### src/rtl/wave_osc.sv
// Sample-rate oscillator: 24-bit phase accumulator driving saw, pulse, triangle
// or LFSR-noise shapes, with hard sync and a wrap strobe for chaining voices.
module wave_osc #(
  parameter int unsigned BITDEPTH = 14
) (
  input  logic                sample_clock,
  input  logic                rst,
  input  logic                enable,
  input  logic [23:0]         freq,
  input  logic [1:0]          wave_sel,
  input  logic [7:0]          pulse_width,
  input  logic                sync,
  output logic [BITDEPTH-1:0] out,
  output logic                wrap
);

  typedef enum logic [1:0] {
    WaveSaw   = 2'd0,
    WavePulse = 2'd1,
    WaveTri   = 2'd2,
    WaveNoise = 2'd3
  } wave_e;

  localparam logic [22:0]         LfsrSeed = 23'h7FFFFF;
  localparam logic [BITDEPTH-1:0] PosFull  = {1'b0, {(BITDEPTH-1){1'b1}}};
  localparam logic [BITDEPTH-1:0] NegFull  = {1'b1, {(BITDEPTH-1){1'b0}}};

  logic [23:0]         phase_q, phase_d;
  logic [22:0]         lfsr_q, lfsr_d;
  logic [BITDEPTH-1:0] out_q, out_d;
  logic                wrap_q, wrap_d;
  logic [24:0]         phase_sum;
  logic [BITDEPTH-1:0] tri_mag;
  logic [BITDEPTH-1:0] sample;

  assign phase_sum = {1'b0, phase_q} + {1'b0, freq};

  // Second half of the cycle folds the ramp back down.
  assign tri_mag = phase_q[23] ? ~phase_q[22 -: BITDEPTH] : phase_q[22 -: BITDEPTH];

  // Subtracting FS from an unsigned B-bit value is just an MSB flip.
  always_comb begin
    sample = NegFull;
    unique case (wave_e'(wave_sel))
      WaveSaw:   sample = {~phase_q[23], phase_q[22 -: BITDEPTH-1]};
      WavePulse: sample = (phase_q[23:16] < pulse_width) ? PosFull : NegFull;
      WaveTri:   sample = {~tri_mag[BITDEPTH-1], tri_mag[BITDEPTH-2:0]};
      WaveNoise: sample = {~lfsr_q[22], lfsr_q[21 -: BITDEPTH-1]};
    endcase
  end

  always_comb begin
    phase_d = phase_q;
    lfsr_d  = lfsr_q;
    out_d   = out_q;
    wrap_d  = 1'b0;
    if (enable) begin
      out_d = sample;
      if (sync) begin
        phase_d = '0;
      end else begin
        phase_d = phase_sum[23:0];
        wrap_d  = phase_sum[24];
      end
      if (!phase_q[19] && phase_d[19]) begin
        lfsr_d = {lfsr_q[21:0], lfsr_q[22] ^ lfsr_q[17]};
      end
    end
  end

  always_ff @(posedge sample_clock or posedge rst) begin
    if (rst) begin
      phase_q <= '0;
      lfsr_q  <= LfsrSeed;
      out_q   <= '0;
      wrap_q  <= 1'b0;
    end else begin
      phase_q <= phase_d;
      lfsr_q  <= lfsr_d;
      out_q   <= out_d;
      wrap_q  <= wrap_d;
    end
  end

  assign out  = out_q;
  assign wrap = wrap_q;

endmodule

### config.mk
export PLATFORM = sky130hd
export DESIGN_NAME = wave_osc
export DESIGN_NICKNAME = d
export VERILOG_FILES = /design/src/rtl/wave_osc.sv
export SDC_FILE = /design/constraint.sdc
export NUM_CORES = 1
export LEC_CHECK = 0
export CORE_MARGIN = 3
export CORE_UTILIZATION = 38
export CTS_CLUSTER_DIAMETER = 30
export CTS_CLUSTER_SIZE = 40
export DETAILED_ROUTE_END_ITERATION = 8
export SLEW_MARGIN = 20
export SYNTH_ARGS = -nofsm -noshare
export SYNTH_HDL_FRONTEND = slang
export SYNTH_SLANG_ARGS = --single-unit
### constraint.sdc
create_clock -name sample_clock -period 2.9 [get_ports sample_clock]
set_input_delay 0.29 -clock sample_clock [delete_from_list [all_inputs] [get_ports sample_clock]]
set_output_delay 0.29 -clock sample_clock [all_outputs]
set_load 0.02 [all_outputs]
* Word-level counts from Yosys, hierarchy flattened
Cells that the tools add are included.
** Storage, ports and cells
- Register bits after elaboration :: 62
- Input bits :: 38
- Output and inout bits :: 15
** Cells by class
- $add $sub $neg :: 1
- $lt $le $gt $ge :: 1
- Eq/ne operators :: 3
- Multiplexer cells :: 7
- Bitwise operators :: 5
- Reductions and logical operators :: 4
** Operators by type and width (number)
- $pmux W14 S4 :: 1
- $mux W24 :: 2
- $mux W14 :: 2
- $add A24 B24 Y25 :: 1
- $not A14 Y14 :: 1
- $lt A8 B8 Y1 :: 1
- $eq A2 B2 Y1 const B :: 2
- $not A1 Y1 :: 3
- $eq A2 B1 Y1 const B :: 1
- $logic_not A2 Y1 :: 1
- $mux W1 :: 2
- $reduce_and A2 Y1 :: 1
- $logic_and A1 B1 Y1 :: 1
- $logic_not A1 Y1 :: 1
- $xor A1 B1 Y1 :: 1

* Logic depth before layout (Yosys ltp)
- Depth after elaboration :: 5
- Mapped depth :: 10
- Gate-level depth less buffers :: 10

* Worst setup path after synthesis
OpenSTA, ideal clock, no wires.
- Path type :: register -> register
- Start :: reg phase_q[1]
- End :: reg lfsr_q[0]
- Library setup time :: 0.082 ns
- Data arrival time :: 2.418 ns
- Data required time :: 2.818 ns
- Path slack :: 0.400 ns
- Stages on the path, launching flop included :: 10
- Path buffers :: 1
- Clock period less this slack :: 2.500 ns
- Cells stage by stage :: dfrtp_1 ha_1 a211oi_2 nor2_2 o311ai_4 a21oi_2 nor3b_4 mux2_4 buf_12 mux2_4
** Between the ends
- Longest elaborated chain between the ends :: 5
** RTL lines
- start, declared :: RTL line 28 : logic [23:0] phase_q, phase_d;
- start signal, assigned :: RTL line 78 : phase_q <= phase_d;
- $add A24 B24 Y25 :: RTL line 36 : assign phase_sum = {1'b0, phase_q} + {1'b0, freq};
- $mux W24 :: RTL line 59 : if (sync) begin
- $mux W24 :: RTL line 57 : if (enable) begin
- $logic_and A1 B1 Y1 :: RTL line 65 : if (!phase_q[19] && phase_d[19]) begin
- $reduce_and A2 Y1 (no line)
- end signal, assigned :: RTL line 74 : lfsr_q <= LfsrSeed;
- end signal, assigned :: RTL line 79 : lfsr_q <= lfsr_d;
- end, declared :: RTL line 29 : logic [22:0] lfsr_q, lfsr_d;
No other way between the ends. The select of a mux whose other input is x is not followed.
A chain may end at the register's enable or synchronous reset.

* Final worst setup path
- Start :: reg phase_q[13]
- End :: reg lfsr_q[22]
The elaborated chain is that of the path after synthesis.

==> qor.yml <==
synthesis:
  syn_nets: 488
  yosys.cell_types.count: 57
  synthAdderAreaFrac_pct: 9.82
  synth_xor_area_share_pct: 6.32
  ys_ff_latch: 62
  synth-edff-count: 0
  syn-mean-instance-area_um2: 9.94
  synth_area_um2: 4160
  synth_cells: 418
  synth_top_cell_by_area: "dfrtp_1"
  synthDominantCellAreaShare_pct: 23.5
  ys.flop_type: "dfrtp_1"
  synthTopCellsByArea: "dfrtp_1 23%, dfstp_2 15%, ha_1 9.3%, mux2_4 7.6%, a21oi_1 5.8%"
  yosys.area_share.simple_pct: 11.5
  synth_top_family_by_area: "compound AO/OA/AOI/OAI gates"
  synthArstFlopShare_pct: 100
  ys.warnings.count: 0
  muxShareOfSynthArea_pct: 8.40
  synth_compound_area_share_pct: 21.6
  seq_area_frac_synth_pct: 38.0
grt:
  grt_overflow: 0
  grt_pass1_wl_mm: 17.1
  grt_max_degree: 63
  grt_pass1_vias: 3415
  antenna_found_initial: 0
  track_usage_pct: 16.9
sta:
  fin_worst_skew_ns: 0.00801
  drv_slew: 0
  fin_crit_ns: 2.62
  finalHoldViolCount: 0
  timing.setup.tns_ns: 0
  setup_viol: 0
  tightest_slew_ns: 0.813
  timing.fmax_mhz: 382
  period_share_pct: 90.3
  rsz0062_at_grt: "no"
  relSlewSlack_pct: 45.8
drt:
  drc_errors: 0
  dr.pass1.iters: 5
  wl_per_cell_um: 15.7
  ant_nets: 0
  vias: 3371
  drt-initial-drc-count: 141
  wirelength_mm: 9.94
  viasPerCell: 5.33
worst_setup_path:
  cp_max_fo: 23
  cp_slowest_cell: "mux2_4"
  cp_data_required_time_ns: 3.17
  reg2reg_depth: 7
  crit_chain: "ha_1, and4_1, nand4_1, a21oi_2, nor3b_4, mux2_4, mux2_2"
  critical_path_arrival_ns: 2.89
  critPathMaxStageDelay_ns: 0.49
  r2r-end: "lfsr_q[22]"
  end_kind: "flip-flop"
  worst_setup_path_start_kind: "flip-flop"
  critPathKind: "flip-flop to flip-flop"
  r2r-start: "phase_q[13]"
  r2r_slack_ns: 0.28
clock_network:
  clock_latency_ns: 0.34
  cts_sinks: 62
  h-tree-depth: 3
  clk_path_buf_depth: 2
  post_cts_resized: 0
  clockRootBuffer: "clkbuf_8"
  holdBufCountCts: 0
  clk_pin_slew_worst_paths_ns: 0.08
  cts_tree: "built"
  cts_buffers: 9
  postCtsSetupBuffers: 0
cells_and_area:
  fin_cells: 632
  area_growth_pct: 23.5
  drive_gt1_share_pct: 20.6
  fin_util_pct: 49.1
  n_fill_cell: 1030
  layout.nets: 561
  antenna_cells: 0
placement:
  gp_congestion: 0.861
  hpwl_mm: 7.28
  io_buffers: 52
  dp_cells: 616
run_status:
  status: "finished, final reports clean"
floorplanning:
  start_util_pct: 39.7
  io_pins: 53
  rows: 37
  core_um2: 10500
  die_area_um2: 12200
  fp.dieH_um: 111
  die_x_um: 111
power_and_ir_drop:
  intPower_uw: 2430
  switching_share_pct: 40.7
  max-vdd-ir-drop_mv: 0.279
  pwr_density_cell_nw_per_um2: 799
  p_leak_uw: 0.00226
  power_switching_uw: 1670
  p_seq_share_pct: 30.2
  clockPowerShare_pct: 16.8
  p_comb_share_pct: 53.0
min_path:
  min_from: "phase_q[3]"
  whs_endpoint: "phase_q[3]"
  min_path_cells: 2
  hp-class: "flip-flop to flip-flop"
flow_run:
  maxCapViolations: 0
[power by group through the flow]
| stage | clock network, µW | registers (µW) | logic [µW] |
|---|---|---|---|
| 2_1_floorplan | 0 | 1280 | 1490 |
| 3_3_place_gp | 0 | 1250 | 2150 |
| 3_5_place_dp | 0 | 1260 | 2170 |
| 4_1_cts | 715 | 1240 | 2190 |
| 5_1_grt | 761 | 1270 | 2440 |
| 6_report | 689 | 1240 | 2170 |
[state kept, by name (all words and copies together), names as in the netlist]
signal and cells:
phase_q 24, wrap 1, lfsr_q 23, out 14
[kinds of logic (layout without fill, tap and decap cells)]
logic type,after synthesis,after routing
AOI/OAI and AO/OA,132,132
xor gates and xnor gates,30,30
adders and majority gates,32,32
buffers and inverters,39,117
DFF,62,62
muxes,24,24
and+or+nand+nor,99,99
[critical path: cells and delay by family, from the launching register on]
| family | cells | cell delay, ns |
|---|---|---|
| compound gates | 1 | 0.26 |
| mux | 2 | 0.88 |
| flops | 1 | 0.43 |
| fa+ha+maj | 1 | 0.43 |
| simple gates | 3 | 0.55 |
[cell usage after synthesis (3+ instances only)]
master,number
nand4_1,5
inv_1,18
dfrtp_1,39
nand3_1,6
a21oi_1,48
mux2_4,21
nor2_1,26
a21o_1,12
o21ai_0,11
xnor2_1,23
o22ai_1,15
clkbuf_1,15
xor2_1,7
nand2_1,35
nor3_1,3
a211oi_1,3
ha_1,31
dfstp_2,23
a22o_1,12
nand2b_1,8
o211ai_1,4
and3_1,5
mux2_2,3
[layout by cell type, fill, tap and decap left out, types with 15 or more instances in the layout]
cell type	n
xnor2_1	23
nand2_1	35
dfstp_2	23
nor2_1	26
mux2_4	21
buf_4	30
ha_1	31
o22ai_1	15
inv_1	17
dfrtp_1	39
clkdlybuf4s50_1	52
a21oi_1	48
[layer usage]
metal | track usage [%] | routed length, µm | vias to the layer above
met4 | 5.34 | 159 | 0
met2 | 27.6 | 4760 | 79
li1 | - | - | 1678
met1 | 22.6 | 4590 | 1603
met3 | 3.29 | 436 | 11
met5 | 0 | 0 | -
[worst max-delay path by stage]
stage	from	to	slack (ns)	cells past startpoint
3_3_place_gp	freq[1]	lfsr_q[20]	-0.03	9
4_1_cts	phase_q[10]	lfsr_q[20]	0.28	8
6_report	phase_q[13]	lfsr_q[22]	0.28	7
3_5_place_dp	freq[1]	lfsr_q[22]	-0.08	9
5_1_grt	phase_q[0]	phase_q[22]	0.16	10
2_1_floorplan	phase_q[1]	lfsr_q[0]	0.40	9
[through the flow]
stage / hold WS [ns] / area [µm²] / power, µW / setup slack (ns)
final: 0.505 / 5130 / 4100 / 0.280
after global routing: 0.542 / 5130 / 4460 / 0.160
after CTS: 0.502 / 5130 / 4140 / 0.278
after detailed placement: 0.482 / 4960 / 3430 / -0.0811
after global placement: 0.480 / 4960 / 3400 / -0.0325
after floorplan: 0.372 / 4160 / 2760 / 0.400
[area by class of cell]
type                    instances  area (µm²)  area share [%]
repair buffers                 82         746            14.5
well taps                     136         170            3.32
clock buffers                   9         124            2.41
inverters                      19        71.3            1.39
flip-flops and latches         62        1580            30.8
clock inverters                 7        47.5           0.926
multi-input cells             317        2390            46.6
Power figures use the tool's default switching activity.
